==> config.mk <==
export PLATFORM = sky130hd
export DESIGN_NAME = dev_bus_decoder
export DESIGN_NICKNAME = d
export VERILOG_FILES = /design/src/rtl/dev_bus_decoder.sv
export SDC_FILE = /design/constraint.sdc
export NUM_CORES = 1
export LEC_CHECK = 0
export CELL_PAD_IN_SITES_DETAIL_PLACEMENT = 1
export CELL_PAD_IN_SITES_GLOBAL_PLACEMENT = 1
export CORE_UTILIZATION = 28
export CTS_CLUSTER_SIZE = 40
export DETAILED_ROUTE_END_ITERATION = 7
export GPL_TIMING_DRIVEN = 0
export PLACE_DENSITY = 0.86
export SYNTH_ARGS = -nofsm -noshare
export SYNTH_HDL_FRONTEND = slang
export SYNTH_SLANG_ARGS = --single-unit
==> constraint.sdc <==
create_clock -name clk -period 4.9 [get_ports clk]
set_input_delay 0.735 -clock clk [delete_from_list [all_inputs] [get_ports clk]]
set_output_delay 0.735 -clock clk [all_outputs]
set_load 0.03 [all_outputs]
==> src/rtl/dev_bus_decoder.sv <==
// Device-side bus decoder: address/privilege decode, per-region strobe sequencing, device timeout.
// Optional error logging (err_addr/err_code/err_cnt) is enabled by defining DEV_BUS_ERRLOG_EN.
module dev_bus_decoder #(
   parameter int unsigned    AW        = 32,
   parameter int unsigned    DW        = 32,
   parameter int unsigned    BW        = 4,
   parameter logic [AW-1:0]  R0_BASE   = 32'h0000_0000,
   parameter logic [AW-1:0]  R1_BASE   = 32'h0001_0000,
   parameter logic [AW-1:0]  R2_BASE   = 32'h0002_0000,
   parameter logic [AW-1:0]  R3_BASE   = 32'h0003_0000,
   parameter logic [AW-1:0]  R0_MASK   = 32'hFFFF_0000,
   parameter logic [AW-1:0]  R1_MASK   = 32'hFFFF_0000,
   parameter logic [AW-1:0]  R2_MASK   = 32'hFFFF_0000,
   parameter logic [AW-1:0]  R3_MASK   = 32'hFFFF_0000,
   parameter logic [3:0]     PRIV_MASK = 4'b0001,
   parameter int unsigned    DEV_TO    = 256,
   parameter logic [DW-1:0]  ERR_DATA  = 32'hDEAD_BEEF
) (
   input  logic            clk,
   input  logic            reset,
   input  logic [AW-1:0]   add_bus,
   input  logic [BW-1:0]   byte_en,
   input  logic            wr_bus,
   input  logic            rd_bus,
   input  logic [DW-1:0]   data_bus_wr,
   input  logic            cpu_bus,
   output logic [DW-1:0]   data_bus_rd,
   output logic            ack_bus,
   output logic [3:0]      dev_sel,
   output logic [AW-1:0]   dev_addr,
   output logic [BW-1:0]   dev_be,
   output logic [DW-1:0]   dev_wdata,
   output logic            dev_wr,
   output logic            dev_rd,
   input  logic [4*DW-1:0] dev_rdata,
   input  logic [3:0]      dev_ack,
`ifdef DEV_BUS_ERRLOG_EN
   output logic [AW-1:0]   err_addr,
   output logic [1:0]      err_code,
   output logic [7:0]      err_cnt,
`endif
   output logic            err
);

   localparam int unsigned CW = $clog2(DEV_TO);

   localparam logic [1:0] S_IDLE = 2'd0;
   localparam logic [1:0] S_ACC  = 2'd1;
   localparam logic [1:0] S_DONE = 2'd2;

   logic [1:0]    state_q, state_d;
   logic [CW-1:0] cnt_q, cnt_d;
   logic [1:0]    idx_q, idx_d;
   logic          op_rd_q, op_rd_d;

   logic [3:0]    sel_d;
   logic [AW-1:0] addr_d;
   logic [BW-1:0] be_d;
   logic [DW-1:0] wdata_d;
   logic          rd_d, wr_d, ack_d, err_d;
   logic [DW-1:0] rdata_d;

   logic [3:0]    hit_vec_c;
   logic          hit_c;
   logic [1:0]    hit_idx_c;
   logic [DW-1:0] slice_c;

   // Region match; the lowest matching index takes priority
   always_comb begin
      hit_vec_c[0] = ((add_bus & R0_MASK) == R0_BASE);
      hit_vec_c[1] = ((add_bus & R1_MASK) == R1_BASE);
      hit_vec_c[2] = ((add_bus & R2_MASK) == R2_BASE);
      hit_vec_c[3] = ((add_bus & R3_MASK) == R3_BASE);
      hit_c        = |hit_vec_c;
      hit_idx_c    = 2'd0;
      for (int i = 3; i >= 0; i--) begin
         if (hit_vec_c[i]) hit_idx_c = 2'(i);
      end
   end

   // Read data slice of the region currently being accessed
   always_comb begin
      slice_c = '0;
      for (int i = 0; i < 4; i++) begin
         if (idx_q == 2'(i)) slice_c = dev_rdata[i*DW +: DW];
      end
   end

   // Next state and next registered outputs
   always_comb begin
      state_d = state_q;
      cnt_d   = cnt_q;
      idx_d   = idx_q;
      op_rd_d = op_rd_q;
      addr_d  = dev_addr;
      be_d    = dev_be;
      wdata_d = dev_wdata;
      sel_d   = '0;
      rd_d    = 1'b0;
      wr_d    = 1'b0;
      ack_d   = 1'b0;
      err_d   = 1'b0;
      rdata_d = '0;
      case (state_q)
         S_IDLE: begin
            if (rd_bus || wr_bus) begin
               addr_d  = add_bus;
               be_d    = byte_en;
               wdata_d = data_bus_wr;
               op_rd_d = rd_bus;
               idx_d   = hit_idx_c;
               cnt_d   = '0;
               if (!hit_c || (PRIV_MASK[hit_idx_c] && !cpu_bus)) begin
                  state_d = S_DONE;
                  ack_d   = 1'b1;
                  err_d   = 1'b1;
                  rdata_d = ERR_DATA;
               end else begin
                  state_d = S_ACC;
                  sel_d   = 4'b0001 << hit_idx_c;
                  rd_d    = rd_bus;
                  wr_d    = !rd_bus;
               end
            end
         end
         S_ACC: begin
            if (dev_ack[idx_q]) begin
               state_d = S_DONE;
               ack_d   = 1'b1;
               rdata_d = op_rd_q ? slice_c : '0;
            end else if (cnt_q == CW'(DEV_TO - 1)) begin
               state_d = S_DONE;
               ack_d   = 1'b1;
               err_d   = 1'b1;
               rdata_d = ERR_DATA;
            end else begin
               cnt_d = cnt_q + CW'(1);
               sel_d = dev_sel;
               rd_d  = dev_rd;
               wr_d  = dev_wr;
            end
         end
         S_DONE: begin
            state_d = S_IDLE;
            cnt_d   = '0;
         end
         default: begin
            state_d = S_IDLE;
         end
      endcase
   end

   // State and output registers
   always_ff @(posedge clk or posedge reset) begin
      if (reset) begin
         state_q     <= S_IDLE;
         cnt_q       <= '0;
         idx_q       <= '0;
         op_rd_q     <= 1'b0;
         dev_sel     <= '0;
         dev_addr    <= '0;
         dev_be      <= '0;
         dev_wdata   <= '0;
         dev_rd      <= 1'b0;
         dev_wr      <= 1'b0;
         ack_bus     <= 1'b0;
         err         <= 1'b0;
         data_bus_rd <= '0;
      end else begin
         state_q     <= state_d;
         cnt_q       <= cnt_d;
         idx_q       <= idx_d;
         op_rd_q     <= op_rd_d;
         dev_sel     <= sel_d;
         dev_addr    <= addr_d;
         dev_be      <= be_d;
         dev_wdata   <= wdata_d;
         dev_rd      <= rd_d;
         dev_wr      <= wr_d;
         ack_bus     <= ack_d;
         err         <= err_d;
         data_bus_rd <= rdata_d;
      end
   end

`ifdef DEV_BUS_ERRLOG_EN
   logic [1:0] ecode_c;

   // Only meaningful when err_d is set: ACC errors are timeouts, IDLE errors are decode faults
   always_comb begin
      ecode_c = 2'b01;
      if (state_q == S_ACC) begin
         ecode_c = 2'b11;
      end else if (hit_c) begin
         ecode_c = 2'b10;
      end
   end

   always_ff @(posedge clk or posedge reset) begin
      if (reset) begin
         err_addr <= '0;
         err_code <= '0;
         err_cnt  <= '0;
      end else if (err_d) begin
         err_addr <= addr_d;
         err_code <= ecode_c;
         if (err_cnt != 8'hFF) err_cnt <= err_cnt + 8'd1;
      end
   end
`endif

endmodule

==> summary.md, run 1 <==
| Metric | Value |
|---|---|
| Mapped Cells | around 530 |
| Total grt overflow | 0 |
| Power per cell area | between 300 and 400 mW/mm^2 |
| Row count | 50 |
| Post-cts sizing count | 0 |
| Initial antenna violation count | 0 |
| Worst slew margin | 0.366 |
| Clock Skews | around 0.0096 ns |
| Root buffer cell | clkbuf_16 |
| Largest area contributor in the synthesized netlist | dfrtp_1 |
| Wire per inst | between 15 and 20 um |
| Final Hold Viols | 0 |
| Fin crit share | 0.626 |
| Layout area overhead | 75.7% |
| Endpoints failing setup | 0 |
| First-pass GRT wire length | around 33000 um |
| Critical-path top delay cell | o21ai_1 |
| Fin. max-slew vios | 0 |
| Tmin final | 3.07 ns |
| EDFF count, synth | 0 |
| Synth Flop Type | dfrtp_1 |
| Vias in the first global route | about 6000 |
| Kind of critical path | in2reg |
| Final ANT Viol Nets | 0 |
| H-tree depth | 4 |
| Crit path max fanout | 10 |
| Drt drc | 0 |
| Placed cell area | ~0.0089 mm^2 |
| Worst vdd ir | between 200 and 250 uV |
| Syn Nets | about 740 |
| CP cell instances | clkdlybuf4s50_1, nor4_1, nand4_1, o21ai_1, clkbuf_1, o21ai_0 |
| Top post-synthesis cells by area | dfrtp_1, nand2_1, mux4_2 |
| Slowest stage delay, CP | 0.68 ns |
| Die X-Extent | between 100 and 150 um |
| Initial Util | 0.289 |
| Die Height | approximately 140 um |
| Maximum buffer depth of the clock tree | 2 |
| Yosys cell types | 35 |
| Max_cap viols | 0 |
| Yosys warns | 0 |
| First-pass detailed-route iteration total | 4 |
| GRT Overall Usage | 0.217 |
| Post-synth ARST share | 1.00 |
| Crit start category | input port |
| Die Area | ~0.02 mm^2 |
| Clk sinks | about 120 |
| Via density | approximately 4.8 |
| Worst Path Required | between 5 and 6 ns |
| Status | finished clean |
| Cell area after layout | roughly 0.0096 mm^2 |
| Post-CTS Setup Bufs | 0 |
| Initial DRC count | approximately 150 |
| Fillers | 2098 |
| Layout cells sized above 1 | 0.0835 |
| Worst slack, placed | roughly 1.3 ns |
| P_leak | between 0.004 and 0.005 uW |
| Avg Cell Area, Syn | about 10 um^2 |
| Multi-input gate area | between 0.002 and 0.0025 mm^2 |
| Via count | ~5400 |
| Final wirelength | between 20000 and 25000 um |
| CTS Hold Buffers Added | 0 |
| Pwr Total | ~3500 uW |
| Worst setup margin | between 1.5 and 2 ns |
| Gpl congestion | around 0.78 |
| Crit. End Element | flip-flop |
| Post-detail-place hpwl | approximately 16000 um |
| Seq cells post-synth | approximately 120 |
| Max Freq | roughly 330 MHz |
| Worst-Skew Late Latency | about 0.42 ns |
| FF/Latch Area | slightly above 0.003 mm^2 |
| Setup repair after global routing missed its margin | false |
| Hold Crit Class | reg2reg |
| Share of the yosys chip area belonging to registers | 0.554 |
| N_diodes | 0 |
| I/O Pins | roughly 310 |
| Top-area cell type share of the netlist area | 0.554 |
| Leading cell types by count after synthesis | nand2_1, dfrtp_1, mux4_2, o21ai_0, a21oi_1 |
| Nets | 1067 |
| Port Buffers | ~310 |
| Netlist Area Pre-Place | 0.00546 mm^2 |
| Num CTS Buffers | 17 |
| Crit path DAT | between 3 and 4 ns |
| CTS tree | done |
| Worst-Margin Slew | around 0.95 ns |
| Area of the core | about 0.019 mm^2 |
| Largest net degree at the start of global routing | between 80 and 90 |
| Reg clk slew, reported paths | about 0.06 ns |
| Cell with the most instances after synthesis | nand2_1 |
| Setup_tns | 0 ns |
==> path summary, 6_finish.rpt <==
kind                         startpoint              end  slack, ns  depth (start not counted)
hold / removal             dev_wdata[0]     dev_wdata[0]       0.47                          2
setup / recovery            add_bus[29]  data_bus_rd[13]       1.83                          6
max in group asynchronous         reset         cnt_q[3]       3.45                          3
setup reg to reg               idx_q[1]  data_bus_rd[23]       2.32                          6
min in group asynchronous         reset    dev_wdata[23]       0.69                          2
hold reg to reg            dev_wdata[0]     dev_wdata[0]       0.47                          2
==> power breakdown <==
part	internal (uW)	total (uW)	switching (uW)
combinational	432	969	537
clock	898	1380	482
sequential	1130	1190	63.5
total	2460	3540	1080
==> layout make-up <==
type                       instances  area share
multi-input combinational        372       0.238
tap                              260      0.0339
clock inverter                    12      0.0196
timing repair buffer             313       0.328
clock buffer                      20      0.0486
inverter                           5     0.00248
sequential                       121       0.316
buffer                            31      0.0133
==> worst max-delay path, delay by kind of cell <==
| kind | cells | cell delay (ns) |
|---|---|---|
| AOI/OAI and AO/OA | 2 | 0.87 |
| buffers and inverters | 2 | 0.82 |
| and+or+nand+nor | 2 | 0.90 |
==> cell usage in the layout (no fill, tap or decap), types with 2 or more instances in the layout <==
cell type        count
clkdlybuf4s50_1    312
nand2_1            211
dfrtp_1            121
mux4_2              33
o21ai_0             33
a21oi_1             31
clkbuf_1            23
clkbuf_16           17
nor2b_1             10
nand3_1              8
nor2_1               5
or3_1                5
nor4_1               4
inv_1                4
nor3_1               4
a32o_1               4
buf_1                4
bufinv_16            4
clkinv_4             4
buf_2                3
o31ai_1              3
inv_6                3
clkbuf_8             3
o21ai_1              2
a22o_1               2
or4_1                2
mux2i_1              2
clkinvlp_4           2
==> sequential cells by signal (all words and copies together), names as in the netlist <==
name	count
ack_bus	1
cnt_q	8
data_bus_rd	32
dev_addr	32
dev_be	4
dev_rd	1
dev_sel	4
dev_wdata	32
dev_wr	1
err	1
idx_q	2
op_rd_q	1
state_q	2
==> logic make-up after synthesis <==
group / Yosys count / synth area share
fa+ha+maj: 1 / 0.00229
compound gates: 79 / 0.0816
simple gates: 256 / 0.193
mux: 36 / 0.142
buf+inv: 36 / 0.0268
flops: 121 / 0.554
==> metal layers <==
metal	up-vias	global-route usage	routed length [um]
met3	58	0.0499	1130
met5	-	0	0
met4	0	0.115	840
met1	2652	0.263	8550
li1	2482	-	-
met2	196	0.360	10600
==> per-stage QoR <==
step	hold WS, ns	instances	utilization
2_1_floorplan	0.485	529	-
3_3_place_gp	0.457	1101	0.472
3_5_place_dp	0.466	1102	0.473
4_1_cts	0.480	1134	0.508
5_1_grt	0.493	1134	0.508
6_report	0.473	1134	0.508
(Power assumes the default switching activity.)
==> inputs of run 2 (changes only) <==
Clock period 4.9 ns to 3.2 ns, I/O delays scaled along.
==> run 2 against run 1 <==
Against the previous run:
- final cell count grew 0.18%
- register-to-register slack got worse by 1.7 ns
- power grew 57%
- final area grew 0.65%
- die area unchanged
- hold slack got worse by 0.0012 ns
- largest power group unchanged
- via count fell by 0.93%
==> summary.md, run 2 (synthesis gave the netlist of run 1 again) <==
| Metric | Value |
|---|---|
| Crit path max fanout | 10 (unchanged) |
| Final Hold Viols | 0 (unchanged) |
| CTS tree | done |
| Clk sinks | 121 (unchanged) |
| Pwr Total | 5540 uW (+57%) |
| Crit path DAT | 3.34 ns (about the same) |
| Worst Path Required | 3.44 ns (-1.72 ns) |
| CP bufs+invs | 2 (unchanged) |
| Endpoints failing setup | 0 (unchanged) |
| Biggest regs | data_bus_rd: 32 flops, dev_addr: 32 flops, dev_wdata: 32 flops |
| Final core occ | 0.511 (+0.00331) |
| Met1 Use GR | 0.237 (-0.0265) |
| Critical-path top delay cell | o21ai_1 |
| GR met3 Demand/Resource | 0.0624 (+0.0125) |
| Via count | 5338 (-0.93%) |
| Worst-Margin Slew | 0.957 ns (+0.0119 ns) |
| Kind of critical path | in2reg |
| Post-CTS Setup Bufs | 0 (unchanged) |
| Fin. max-slew vios | 0 (unchanged) |
| Reg clk slew, reported paths | 0.06 ns (about the same) |
| Worst flop-to-flop path startpoint | idx_q[1] |
| Reg-to-Reg End | data_bus_rd[31] |
| First-pass GRT wire length | 32800 um (+0.44%) |
| Hold WS | 0.472 ns (-0.00118 ns) |
| Maximum buffer depth of the clock tree | 2 (unchanged) |
| Initial antenna violation count | 0 (unchanged) |
| Most common cell after layout, fill and taps aside | clkdlybuf4s50_1 |
| CP top delay family | compound AO/OA/AOI/OAI gates |
| Post-cts sizing count | 0 (unchanged) |
| Crit. End Element | flip-flop |
| Final ANT Viol Nets | 0 (unchanged) |
| CP cell instances | clkdlybuf4s50_1, nor4_1, nand4_1, o21ai_1, clkbuf_1, o21ai_0 |
| Worst slack, placed | -0.282 ns (-1.62 ns) |
| Worst-Skew Late Latency | 0.41 ns (about the same) |
| Layout area overhead | 76.9% |
| Vias in the first global route | 5860 (-2.6%) |
| Total grt overflow | 0 (unchanged) |
| Worst setup margin | 0.0983 ns (-1.73 ns) |
| I/O Pins | 313 (unchanged) |
| Die X-Extent | 142 um (unchanged) |
| Tmin final | roughly 3.1 ns |
| Root buffer cell | clkbuf_16 |
| Initial DRC count | 168 (+16%) |
| Worst slew margin | 0.358 (-0.00797) |
| Die Height | 142 um (unchanged) |
| Worst vdd ir | 314 uV (+35%) |
| Clock Skews | 0.00914 ns (-0.000452 ns) |
| Status | finished clean |
| Layout cells sized above 1 | 0.0845 (+0.000951) |
| Max_cap viols | 0 (unchanged) |
| Drt drc | 0 (unchanged) |
| Slowest stage delay, CP | 0.79 ns (+0.11 ns) |
| Hold Crit Class | reg2reg |
| Most Crowded Layer GR | met2 |
| Row count | 50 (unchanged) |
| H-tree depth | 4 (unchanged) |
| Nets | 1069 (+0.19%) |
| Setup repair after global routing missed its margin | false |
| Worst Hold Launch | dev_wdata[11] |
| Reg2Reg Setup Slack | 0.60 ns (-1.72 ns) |
| Fillers | 2097 (-0.048%) |
| Largest net degree at the start of global routing | 40 (-51%) |
| Most frequent cells in the layout | clkdlybuf4s50_1, nand2_1, dfrtp_1 |
| Power per cell area | 573 mW/mm^2 (+56%) |
| Post-detail-place hpwl | 16700 um (+1.9%) |
| Max Freq | ~320 MHz |
| Die Area | 0.0201 mm^2 (unchanged) |
| Area of the core | 0.0189 mm^2 (unchanged) |
| First-pass detailed-route iteration total | 4 (unchanged) |
| GR Layer Usage met2 | 0.395 (+0.0345) |
| Initial Util | 0.289 (unchanged) |
| Final wirelength | 21000 um (-0.52%) |
| Path depth of the worst reg2reg path | 6 (unchanged) |
| Gpl congestion | 0.772 (-1.1%) |
| Wire per inst | 18.5 um (-0.69%) |
| Fin crit share | 0.969 |
| GRT Overall Usage | 0.216 (-0.00109) |
| Worst-case hold path end point | dev_wdata[11] |
| Crit start category | input port |
| Port Buffers | 312 (unchanged) |
| Via density | 4.70 (-1.1%) |
| Setup_tns | 0 ns (unchanged) |
| P_leak | 0.00410 uW (+0.77%) |
| Num CTS Buffers | 17 (unchanged) |
| WHS Path Cells | 2 (unchanged) |
| CTS Hold Buffers Added | 0 (unchanged) |
| N_diodes | 0 (unchanged) |
-- run 2: changes by cell type in the layout (fill, tap and decap cells not counted), sizes merged --
cell / change
bufinv: +2
clkinv: -1
inv: -2
clkbuf: +1
buf: +2
-- run 2: worst reg2reg max path, cell delays in order (launching register included) --
cell and delay (ns):
dfrtp_1 0.32, clkbuf_1 0.46, mux4_2 0.47, a21o_1 0.26, nand2_1 0.29, clkbuf_1 0.41, o21ai_0 0.22
-- run 2: metal layers --
layer  vias to the layer above  share of wire
met1                      2628           0.39
met2                       198           0.52
li1                       2478              -
met5                         -              0
met3                        34          0.071
met4                         0          0.022
-- run 2: how the worst max path moves through the flow --
stage	start	slack (ns)	cells past startpoint	endpoint
4_1_cts	add_bus[21]	0.15	6	data_bus_rd[0]
3_3_place_gp	add_bus[21]	-0.17	6	data_bus_rd[31]
5_1_grt	add_bus[21]	0.03	6	data_bus_rd[31]
2_1_floorplan	idx_q[1]	1.23	5	cnt_q[4]
3_5_place_dp	add_bus[21]	-0.28	6	data_bus_rd[0]
6_report	add_bus[21]	0.1	6	data_bus_rd[31]
-- run 2: final cells by class --
| class | instances | area, um^2 | area share |
|---|---|---|---|
| inverters | 5 | 22.5 | 0.00233 |
| well taps | 260 | 325 | 0.0337 |
| flip-flops and latches | 121 | 3030 | 0.313 |
| plain buffers | 31 | 128 | 0.0132 |
| multi-input cells | 372 | 2290 | 0.237 |
| clock inverters | 11 | 215 | 0.0223 |
| repair buffers | 315 | 3180 | 0.330 |
| clock buffers | 21 | 470 | 0.0487 |
-- run 2: where the power goes --
part | internal, uW | leakage, uW | total (uW) | switching (uW)
sequential | 1720 | 0.00151 | 1820 | 96.9
combinational | 666 | 0.00225 | 1480 | 817
clock | 1520 | 0.000334 | 2230 | 709
-- run 2: stage by stage --
step | cell area, um^2 | cells
2_1_floorplan | 5470 | 529
3_3_place_gp | 8910 | 1101
3_5_place_dp | 8970 | 1104
4_1_cts | 9660 | 1136
5_1_grt | 9660 | 1136
6_report | 9660 | 1136
==> inputs of run 3 (changes only) <==
Clock period 3.2 ns to 3.5 ns, I/O delays scaled along.
==> results of run 3 <==
The final DEF is identical to that of run 2. Status: finished clean.
Among the figures that moved: setup slack after placement -0.282 ns -> -0.0270 ns; setup slack after layout 0.0983 ns -> 0.353 ns; register-to-register setup slack 0.60 ns -> 0.90 ns; total power 5540 uW -> 5060 uW; worst IR drop on VDD 314 uV -> 287 uV
